`src/rtl/vending_machine_pkg.sv`:
```
// Shared types and default sizing for the vending machine core and its helpers.
package vending_machine_pkg;

    typedef enum logic [1:0] {
        ST_IDLE   = 2'd0,
        ST_ACCEPT = 2'd1,
        ST_RETURN = 2'd2
    } vm_state_t;

    localparam int DEF_NUM_COINS   = 3;
    localparam int DEF_NUM_ITEMS   = 4;
    localparam int DEF_TOTAL_BITS  = 31;
    localparam int DEF_WAIT_CYCLES = 100;
    localparam int DEF_STOCK_BITS  = 4;
    localparam int DEF_INIT_STOCK  = 8;

endpackage

```
`src/rtl/vm_change_select.sv`:
```
// Picks the largest coin denomination that still fits in the remaining credit.
module vm_change_select
    import vending_machine_pkg::*;
#(
    parameter int NUM_COINS  = DEF_NUM_COINS,
    parameter int TOTAL_BITS = DEF_TOTAL_BITS
) (
    input  logic [TOTAL_BITS-1:0]           remaining,
    input  logic [NUM_COINS*TOTAL_BITS-1:0] coin_value,
    output logic [NUM_COINS-1:0]            coin_onehot,
    output logic [TOTAL_BITS-1:0]           coin_amount
);

    always_comb begin
        // NOTE: every output gets a default first so no path leaves it unassigned (no latch).
        coin_onehot = '0;
        coin_amount = '0;
        // Denominations ascend with index, so the last one that fits is the largest.
        for (int j = 0; j < NUM_COINS; j++) begin
            if ((coin_value[j*TOTAL_BITS +: TOTAL_BITS] != '0) &&
                (coin_value[j*TOTAL_BITS +: TOTAL_BITS] <= remaining)) begin
                coin_onehot    = '0;
                coin_onehot[j] = 1'b1;
                coin_amount    = coin_value[j*TOTAL_BITS +: TOTAL_BITS];
            end
        end
    end

endmodule

```
`src/rtl/vending_machine_core.sv`:
```
// Vending machine controller: credit accumulation, item dispense with stock
// tracking, inactivity timeout and coin-by-coin change return.
module vending_machine_core
    import vending_machine_pkg::*;
#(
    parameter int NUM_COINS   = DEF_NUM_COINS,
    parameter int NUM_ITEMS   = DEF_NUM_ITEMS,
    parameter int TOTAL_BITS  = DEF_TOTAL_BITS,
    parameter int WAIT_CYCLES = DEF_WAIT_CYCLES,
    parameter int STOCK_BITS  = DEF_STOCK_BITS,
    parameter int INIT_STOCK  = DEF_INIT_STOCK
) (
    input  logic                            clk,
    input  logic                            reset_n,
    input  logic [NUM_COINS-1:0]            i_input_coin,
    input  logic [NUM_ITEMS-1:0]            i_select_item,
    input  logic                            i_trigger_return,
    input  logic                            i_restock,
    input  logic [NUM_COINS*TOTAL_BITS-1:0] i_coin_value,
    input  logic [NUM_ITEMS*TOTAL_BITS-1:0] i_item_price,
    output logic [NUM_ITEMS-1:0]            o_available_item,
    output logic [NUM_ITEMS-1:0]            o_output_item,
    output logic [NUM_COINS-1:0]            o_return_coin,
    output logic                            o_coin_reject,
    output logic [TOTAL_BITS-1:0]           o_current_total,
    output logic                            o_busy
);

    localparam int TIMER_BITS = $clog2(WAIT_CYCLES + 1);
    localparam int SUM_BITS   = TOTAL_BITS + $clog2(NUM_COINS + 1) + 1;
    localparam logic [TIMER_BITS-1:0] WAIT_LOAD  = TIMER_BITS'(WAIT_CYCLES);
    localparam logic [STOCK_BITS-1:0] STOCK_LOAD = STOCK_BITS'(INIT_STOCK);
    localparam logic [SUM_BITS-1:0]   TOTAL_MAX  = SUM_BITS'({TOTAL_BITS{1'b1}});

    vm_state_t             state_q;
    logic [TOTAL_BITS-1:0] total_q;
    logic [TIMER_BITS-1:0] timer_q;
    logic [STOCK_BITS-1:0] stock_q [NUM_ITEMS];

    logic [TOTAL_BITS-1:0] price [NUM_ITEMS];
    logic [SUM_BITS-1:0]   coin_sum;
    logic                  coin_any;
    logic                  coin_overflow;
    logic                  coin_accept;
    logic [NUM_ITEMS-1:0]  disp_onehot;
    logic [TOTAL_BITS-1:0] disp_price;
    logic                  disp_any;
    logic [TOTAL_BITS-1:0] accept_total;
    logic [NUM_COINS-1:0]  change_onehot;
    logic [TOTAL_BITS-1:0] change_amount;

    always_comb begin
        coin_sum = '0;
        for (int j = 0; j < NUM_COINS; j++) begin
            if (i_input_coin[j]) begin
                coin_sum = coin_sum + SUM_BITS'(i_coin_value[j*TOTAL_BITS +: TOTAL_BITS]);
            end
        end
    end

    assign coin_any      = |i_input_coin;
    assign coin_overflow = (SUM_BITS'(total_q) + coin_sum) > TOTAL_MAX;
    assign coin_accept   = coin_any && !coin_overflow &&
                           (((state_q == ST_IDLE) && !i_restock) || (state_q == ST_ACCEPT));

    always_comb begin
        for (int i = 0; i < NUM_ITEMS; i++) begin
            price[i]            = i_item_price[i*TOTAL_BITS +: TOTAL_BITS];
            o_available_item[i] = (state_q == ST_ACCEPT) && (stock_q[i] != '0) &&
                                  (total_q >= price[i]);
        end
    end

    // Walk from the top index down so the lowest eligible selection wins.
    always_comb begin
        disp_onehot = '0;
        disp_price  = '0;
        for (int i = NUM_ITEMS - 1; i >= 0; i--) begin
            if (i_select_item[i] && o_available_item[i]) begin
                disp_onehot    = '0;
                disp_onehot[i] = 1'b1;
                disp_price     = price[i];
            end
        end
    end

    assign disp_any     = |disp_onehot;
    assign accept_total = total_q - disp_price +
                          (coin_accept ? coin_sum[TOTAL_BITS-1:0] : '0);

    vm_change_select #(
        .NUM_COINS  (NUM_COINS),
        .TOTAL_BITS (TOTAL_BITS)
    ) u_change_select (
        .remaining   (total_q),
        .coin_value  (i_coin_value),
        .coin_onehot (change_onehot),
        .coin_amount (change_amount)
    );

    assign o_current_total = total_q;

    // NOTE: state is updated with non-blocking assignments only, so every branch reads pre-edge values.
    always_ff @(posedge clk or negedge reset_n) begin
        if (!reset_n) begin
            state_q       <= ST_IDLE;
            total_q       <= '0;
            timer_q       <= '0;
            // NOTE: the stock array is a handful of flops, not a RAM, so it takes a reset value.
            for (int i = 0; i < NUM_ITEMS; i++) begin
                stock_q[i] <= STOCK_LOAD;
            end
            o_output_item <= '0;
            o_return_coin <= '0;
            o_coin_reject <= 1'b0;
            o_busy        <= 1'b0;
        end else begin
            o_output_item <= '0;
            o_return_coin <= '0;
            o_coin_reject <= coin_any && !coin_accept;

            case (state_q)
                ST_IDLE: begin
                    total_q <= '0;
                    timer_q <= '0;
                    if (i_restock) begin
                        for (int i = 0; i < NUM_ITEMS; i++) begin
                            stock_q[i] <= STOCK_LOAD;
                        end
                    end
                    if (coin_accept) begin
                        total_q <= coin_sum[TOTAL_BITS-1:0];
                        timer_q <= WAIT_LOAD;
                        state_q <= ST_ACCEPT;
                    end
                end

                ST_ACCEPT: begin
                    total_q <= accept_total;
                    if (disp_any) begin
                        o_output_item <= disp_onehot;
                        for (int i = 0; i < NUM_ITEMS; i++) begin
                            if (disp_onehot[i] && (stock_q[i] != '0)) begin
                                stock_q[i] <= stock_q[i] - 1'b1;
                            end
                        end
                    end
                    if (coin_accept || disp_any) begin
                        timer_q <= WAIT_LOAD;
                    end else if (timer_q != '0) begin
                        timer_q <= timer_q - 1'b1;
                    end
                    // Timeout fires on the edge where the idle countdown hits zero.
                    if (i_trigger_return ||
                        (!coin_accept && !disp_any && (timer_q <= 1))) begin
                        timer_q <= '0;
                        state_q <= ST_RETURN;
                        o_busy  <= 1'b1;
                    end
                end

                ST_RETURN: begin
                    if ((total_q == '0) || (change_onehot == '0)) begin
                        total_q <= '0;
                        state_q <= ST_IDLE;
                        o_busy  <= 1'b0;
                    end else begin
                        o_return_coin <= change_onehot;
                        total_q       <= total_q - change_amount;
                    end
                end

                default: begin
                    state_q <= ST_IDLE;
                    o_busy  <= 1'b0;
                end
            endcase
        end
    end

endmodule

```
`config.mk`:
```
export PLATFORM = sky130hd
export DESIGN_NAME = vending_machine_core
export DESIGN_NICKNAME = d
export VERILOG_FILES = /design/src/rtl/vending_machine_pkg.sv /design/src/rtl/vm_change_select.sv /design/src/rtl/vending_machine_core.sv
export SDC_FILE = /design/constraint.sdc
export NUM_CORES = 1
export LEC_CHECK = 0
export ABC_CLOCK_PERIOD_IN_PS = 9200
export CORE_AREA = 2 2 258 196
export DETAILED_ROUTE_END_ITERATION = 8
export DIE_AREA = 0 0 260 198
export MAX_ROUTING_LAYER = met4
export PLACE_DENSITY = 0.68
export REMOVE_ABC_BUFFERS = 1
export SLEW_MARGIN = 40
export SYNTH_ARGS = -nofsm -noshare
export SYNTH_HDL_FRONTEND = slang
export SYNTH_SLANG_ARGS = --single-unit
```
`constraint.sdc`:
```
create_clock -name clk -period 9.2 [get_ports clk]
set_input_delay 2.76 -clock clk [delete_from_list [all_inputs] [get_ports clk]]
set_output_delay 2.76 -clock clk [all_outputs]
set_load 0.05 [all_outputs]
```
After elaboration in Yosys (flattened, before gate mapping)
Index checks and enable logic that the tools add are counted.

storage, ports and cells
  bits in registers = 65
  input port bits = 228
  word-level logic and storage cells = 142

operators by class
  reductions and logical operators = 55
  muxes and demuxes = 43
  $lt $le $gt $ge = 9
  bitwise gates (word level) = 1
  eq/ne operators = 12
  add/sub/neg operators = 11

operators with widths
  cell                    count
  $mux W31                10
  $ge A31 B31 Y1          4
  $le A31 B31 Y1          3
  $pmux W31 S3            1
  $reduce_bool A31 Y1     3
  $add A34 B31 Y34        2
  $mux W34                2
  $sub A31 B31 Y31        2
  $mux W4                 10
  $add A31 B34 Y34        1
  $gt A34 B31 Y1 const B  1
  $mux W16                2
  $pmux W16 S2            1
  $add A31 B31 Y31        1
  $logic_not A31 Y1       1
  $mux W7                 4
  $logic_and A1 B1 Y1     25
  $reduce_and A4 Y1       4
  $reduce_bool A4 Y1      4
  $sub A4 B1 Y4 const B   4
  $pmux W7 S2             1
  $ne A2 B1 Y1 const B    5
  $mux W3                 3
  $mux W2                 4
  other kinds (21)        33

Logic depth before layout (Yosys ltp)
  depth in word-level cells = 16
  mapped depth = 56
  depth with buffers taken out = 51

Cells and area by module
Synthesis repeated with hierarchy kept, for this count alone.

unflattened totals
  cells, all modules = 2712
  area, all modules = 19827.8 µm²

by module, submodules not included
  module                instances  cells each  area an instance (µm²)
  vending_machine_core  1          2294        16559.6
  vm_change_select      1          418         3268.1

Least setup slack after synthesis
Ideal clock, no wire load.

  path kind = in2reg
  start = input i_input_coin[0]
  end = register total_q[28] (netlist: o_current_total[28])
  setup time = 142 ps
  path buffers = 5
  cell stages on the path = 53
  arrival = 13810 ps
  path slack = -4752 ps
  cell sequence = clkbuf_8 buf_2 clkbuf_1 and2_1 ha_1 fa_1 maj3_2 a32o_1 a211o_1 o21a_1 a221o_2 a31oi_4 xnor2_1 mux2_2 ha_1 a21o_1 a21o_1 a21oi_1 [... 17 more ...] clkbuf_1 buf_1 nand2_1 fa_1 inv_1 ha_1 o21ai_0 nor3_1 a221oi_1 a21oi_1 a211oi_2 a41oi_1 a221o_1 a21o_1 a21oi_1 xnor2_1 a221oi_1 a221oi_1

between the ends
  longest elaborated chain between the ends = 13
  elaborated cells on any way between the ends = 14
  those cells by class = 4 x add/sub; 1 x order compare; 5 x mux; 4 x reduce/logical

RTL lines
  what                               RTL line                                                 RTL
  start, declared                    vending_machine_core.sv:15                               input logic [NUM_COINS-1:0] i_input_coin,
  $mux W31                           vending_machine_core.sv:55                               if (i_input_coin[j]) begin
  $add A34 B31 Y34                   vending_machine_core.sv:56                               coin_sum = coin_sum + SUM_BITS'(i_coin_value[j*TOTAL_BITS +: TOTAL_BITS]);
  $mux W34                           vending_machine_core.sv:55
  $add A34 B31 Y34                   vending_machine_core.sv:56
  $mux W34                           vending_machine_core.sv:55
  $add A31 B34 Y34                   vending_machine_core.sv:62                               assign coin_overflow = (SUM_BITS'(total_q) + coin_sum) > TOTAL_MAX;
  $gt A34 B31 Y1                     vending_machine_core.sv:62
  $logic_not A1 Y1                   vending_machine_core.sv:63                               assign coin_accept = coin_any && !coin_overflow &&
  $logic_and A1 B1 Y1 (2 in series)  vending_machine_core.sv:63
  $mux W31 *                         vending_machine_core.sv:89, vending_machine_core.sv:131
  $add A31 B31 Y31                   vending_machine_core.sv:88                               assign accept_total = total_q - disp_price +
  $pmux W31 S3 *                     vending_machine_core.sv:122                              case (state_q)
  end signal, assigned               vending_machine_core.sv:132                              total_q <= coin_sum[TOTAL_BITS-1:0];
  end signal, assigned               vending_machine_core.sv:139                              total_q <= accept_total;
  end signal, assigned               vending_machine_core.sv:169                              total_q <= total_q - change_amount;
  end, declared                      vending_machine_core.sv:36                               logic [TOTAL_BITS-1:0] total_q;

Mark *: on every way between the ends. The rest lies on a longest branch, timed or not.
A chain may end at the register's enable or synchronous reset.

Final worst setup path
  start = input i_coin_value[0]
  end = register total_q[30] (netlist: o_current_total[30])

between the ends
  longest elaborated chain between the ends = 13
  elaborated cells on any way between the ends = 26
  those cells by class = 5 x add/sub; 2 x order compare; 12 x mux; 7 x reduce/logical

RTL lines
  what                               RTL line                                                 RTL
  start, declared                    vending_machine_core.sv:19                               input logic [NUM_COINS*TOTAL_BITS-1:0] i_coin_value,
  $mux W31                           vending_machine_core.sv:55
  $add A34 B31 Y34                   vending_machine_core.sv:56
  $mux W34                           vending_machine_core.sv:55
  $add A34 B31 Y34                   vending_machine_core.sv:56
  $mux W34                           vending_machine_core.sv:55
  $add A31 B34 Y34                   vending_machine_core.sv:62
  $gt A34 B31 Y1                     vending_machine_core.sv:62
  $logic_not A1 Y1                   vending_machine_core.sv:63
  $logic_and A1 B1 Y1 (2 in series)  vending_machine_core.sv:63
  $mux W31                           vending_machine_core.sv:89, vending_machine_core.sv:131
  $add A31 B31 Y31                   vending_machine_core.sv:88
  $pmux W31 S3 *                     vending_machine_core.sv:122

Marks and branches as above.

==> results.cfg <==
[run_status]
outcome = finished with violations
violations = negative setup slack

[grt]
first_global_vias = 23413
grt.total_usage_pct = 33.5
grt_max_degree = 57
grt_pass1_wl_um = 130000
antenna_found_initial = 3
grt.overflow.total = 0

[detailed_routing]
vias = 24091
drtIter0Drc = 2291
wl_um = 87700
routed_via_density = 5.72
ant_nets = 0
dr.pass1.iters = 6
wl_per_cell_um = 20.8
drcViolationCount = 0

[synthesis]
synth_area_sq_um = 19400
synth_top_area_share_pct = 24.6
async_flop_share_pct = 100
yosys_warnings = 0
synth_edf_count = 0
ys_top_cells_by_area = ha_1 (25%), a21oi_1 (7.9%), dfrtp_1 (7.9%)
syn_inst = 2643
synth_seq_area_share_pct = 8.39
ys_seq_elements = 65
ys.flop_type = dfrtp_1
syn_avg_cell_area_sq_um = 7.36
ys_types = 94
yosysTopAreaCell = ha_1

[sta]
drv_slew = 0
fin_crit_sh_pct = 142
setup_viol = 42
hold-worst-slack_ps = 529
worst_pin_slew_ps = 943
fmax_mhz = 76.3
worst_slack_ps = -3900
timing.final.hold_violations = 0
relSlewSlack_pct = 37.1
rsz0062_at_grt = true
fin_skew_ps = 6.57
finalCriticalPeriod_ps = 13100

[flow_run]
maxCapViolCount = 0

[clock_network]
root_buffer = clkbuf_16
cts_tree = done
cts.sinks = 65
ctsHtreeMaxLevel = 3
numCtsBuffers = 9
cts_hold_buf = 0
clock_latency_ps = 370
clock_path_buffers = 2
clkTransAtPathRegs_ps = 70

[pwr]
p_leak_nw = 14.7
powerDensity_nw_per_um2 = 348
irDropWorstVdd_mv = 0.275
finalPower_w = 0.0103

[setup_path]
crit_type = in2reg
cp-end-kind = register
cp_max_fo = 4
crit_path_start_kind = input pin
r2r.worst_path.cells = 30
worstPathArrival_ps = 13400
cpPeakStageDelay_ps = 540
crit_top_cell = buf_6
required_ps = 9500
cp_slowest_cell = fa_1

[min_path]
hold_depth = 2
min_path_type = reg2reg

[die]
initial_core_util_pct = 39.4
ioPinCount = 272
placementRows = 71
die_width_um = 260
dieHeight_um = 198
core_area_sq_um = 49300
dieArea_sq_um = 51500

[place]
dp_hpwl_um = 72100
dp.cells = 4145
io_buffers = 271
finalWeightedCongestion = 1.01

[final_layout]
layout_common_cells = buf_4 (668), ha_1 (366), a21oi_1 (283)
layout_commonest_cell = buf_4
nNetsFinal = 4193
final_cells = 4212
drive_above_1_share_pct = 26.7
area_growth_pct = 51.6
area by class of cell:
cell class,instances,area [sq um]
clock inverter,7,83.8
inverter,286,1070
clock buffer,9,225
fill,4489,19800
multi-input combinational,2206,17400
timing repair buffer,981,8280
sequential,65,1630
tap,657,822
antenna,1,2.50
power by group:
part           total (W)  internal, W  switching, W  leakage, nW
Sequential      0.000665     0.000387      0.000279        0.845
Combinational    0.00921      0.00446       0.00475         13.7
Clock           0.000392     0.000216      0.000177        0.149
through the flow:
step,setup TNS [ps],util [%],cell area [sq um],setup slack [ps]
after global placement,-161550,55.9,27500,-5310
after detailed placement,-170640,55.9,27500,-5600
final,-110570,59.8,29500,-3900
after floorplan,-132810,-,19000,-4680
after CTS,-106840,58.4,28800,-3810
after global routing,-123030,59.8,29500,-4190
flip-flops by register name, indices dropped and copies added, names as in the netlist:
| name | cells |
|---|---|
| o_busy | 1 |
| o_coin_reject | 1 |
| o_current_total | 31 |
| o_output_item | 4 |
| o_return_coin | 3 |
| state_q | 2 |
| stock_q | 16 |
| timer_q | 7 |
final timing paths:
kind                                         start                   to  slack [ps]
worst max-delay path               i_coin_value[0]  o_current_total[30]       -3900
worst min register to register          stock_q[3]           stock_q[3]         530
max in group asynchronous                  reset_n           timer_q[4]        6010
min in group asynchronous                  reset_n   o_current_total[5]        2290
worst max register to register  o_current_total[0]  o_current_total[30]        1670
worst min-delay path                    stock_q[3]           stock_q[3]         530
critical path: cells and delay by family:
kind | cells | cell delay, ps
mux | 1 | 120
simple gates | 8 | 940
buf+inv | 6 | 770
xor+xnor | 3 | 430
compound gates | 27 | 6190
fa+ha+maj | 7 | 2150
synth_stat cells (8+ instances only):
cell / count
ha_1: 382
a21oi_1: 308
inv_1: 285
nand2_1: 224
nor2_1: 163
o21ai_0: 157
a21o_1: 99
nand3_1: 84
xnor2_1: 76
clkbuf_1: 61
dfrtp_1: 61
xor2_1: 51
nand4_1: 49
a22oi_1: 42
nor4_1: 41
fa_1: 34
o21a_1: 34
a221oi_1: 31
nor3_1: 29
nor2b_1: 28
and2_1: 27
o31ai_1: 27
a211oi_1: 23
a31oi_1: 21
nand2b_1: 20
mux2_2: 18
and3_1: 16
mux2i_1: 15
o21bai_1: 15
a211o_1: 14
o211ai_1: 13
a221o_1: 10
and4_1: 10
o22ai_1: 10
buf_1: 9
clkbuf_8: 8
timing repair:
| item | CTS | global route |
|---|---|---|
| pin swaps | 127 | 83 |
| endpoints found under the setup margin | 42 | 42 |
| gates cloned | 0 | 4 |
| resized for setup | 183 | 93 |
| setup buffers | 24 | 28 |
layer usage:
metal  share of wire, %  vias to the layer above  routed length [um]  global-route usage (%)
met5                  0                        -                   0                       -
met4                2.0                        0                1760                    6.88
met3                8.8                      137                7710                    5.88
met2                 44                      988               39000                    52.4
met1                 45                    11445               39300                    45.1
li1                   -                    11521                   -                       -
kinds of logic (layout without fill, tap and decap cells):
| kind of cell | Yosys count | after routing | share of synthesized area, % |
|---|---|---|---|
| compound gates | 896 | 896 | 29.8 |
| xor+xnor | 127 | 127 | 5.72 |
| fa+ha+maj | 418 | 418 | 28.2 |
| buf+inv | 372 | 1283 | 7.71 |
| flops | 65 | 65 | 8.39 |
| mux | 34 | 34 | 1.89 |
| other cells | 0 | 1 | 0 |
| simple gates | 731 | 731 | 18.3 |
(Power assumes the default switching activity.)
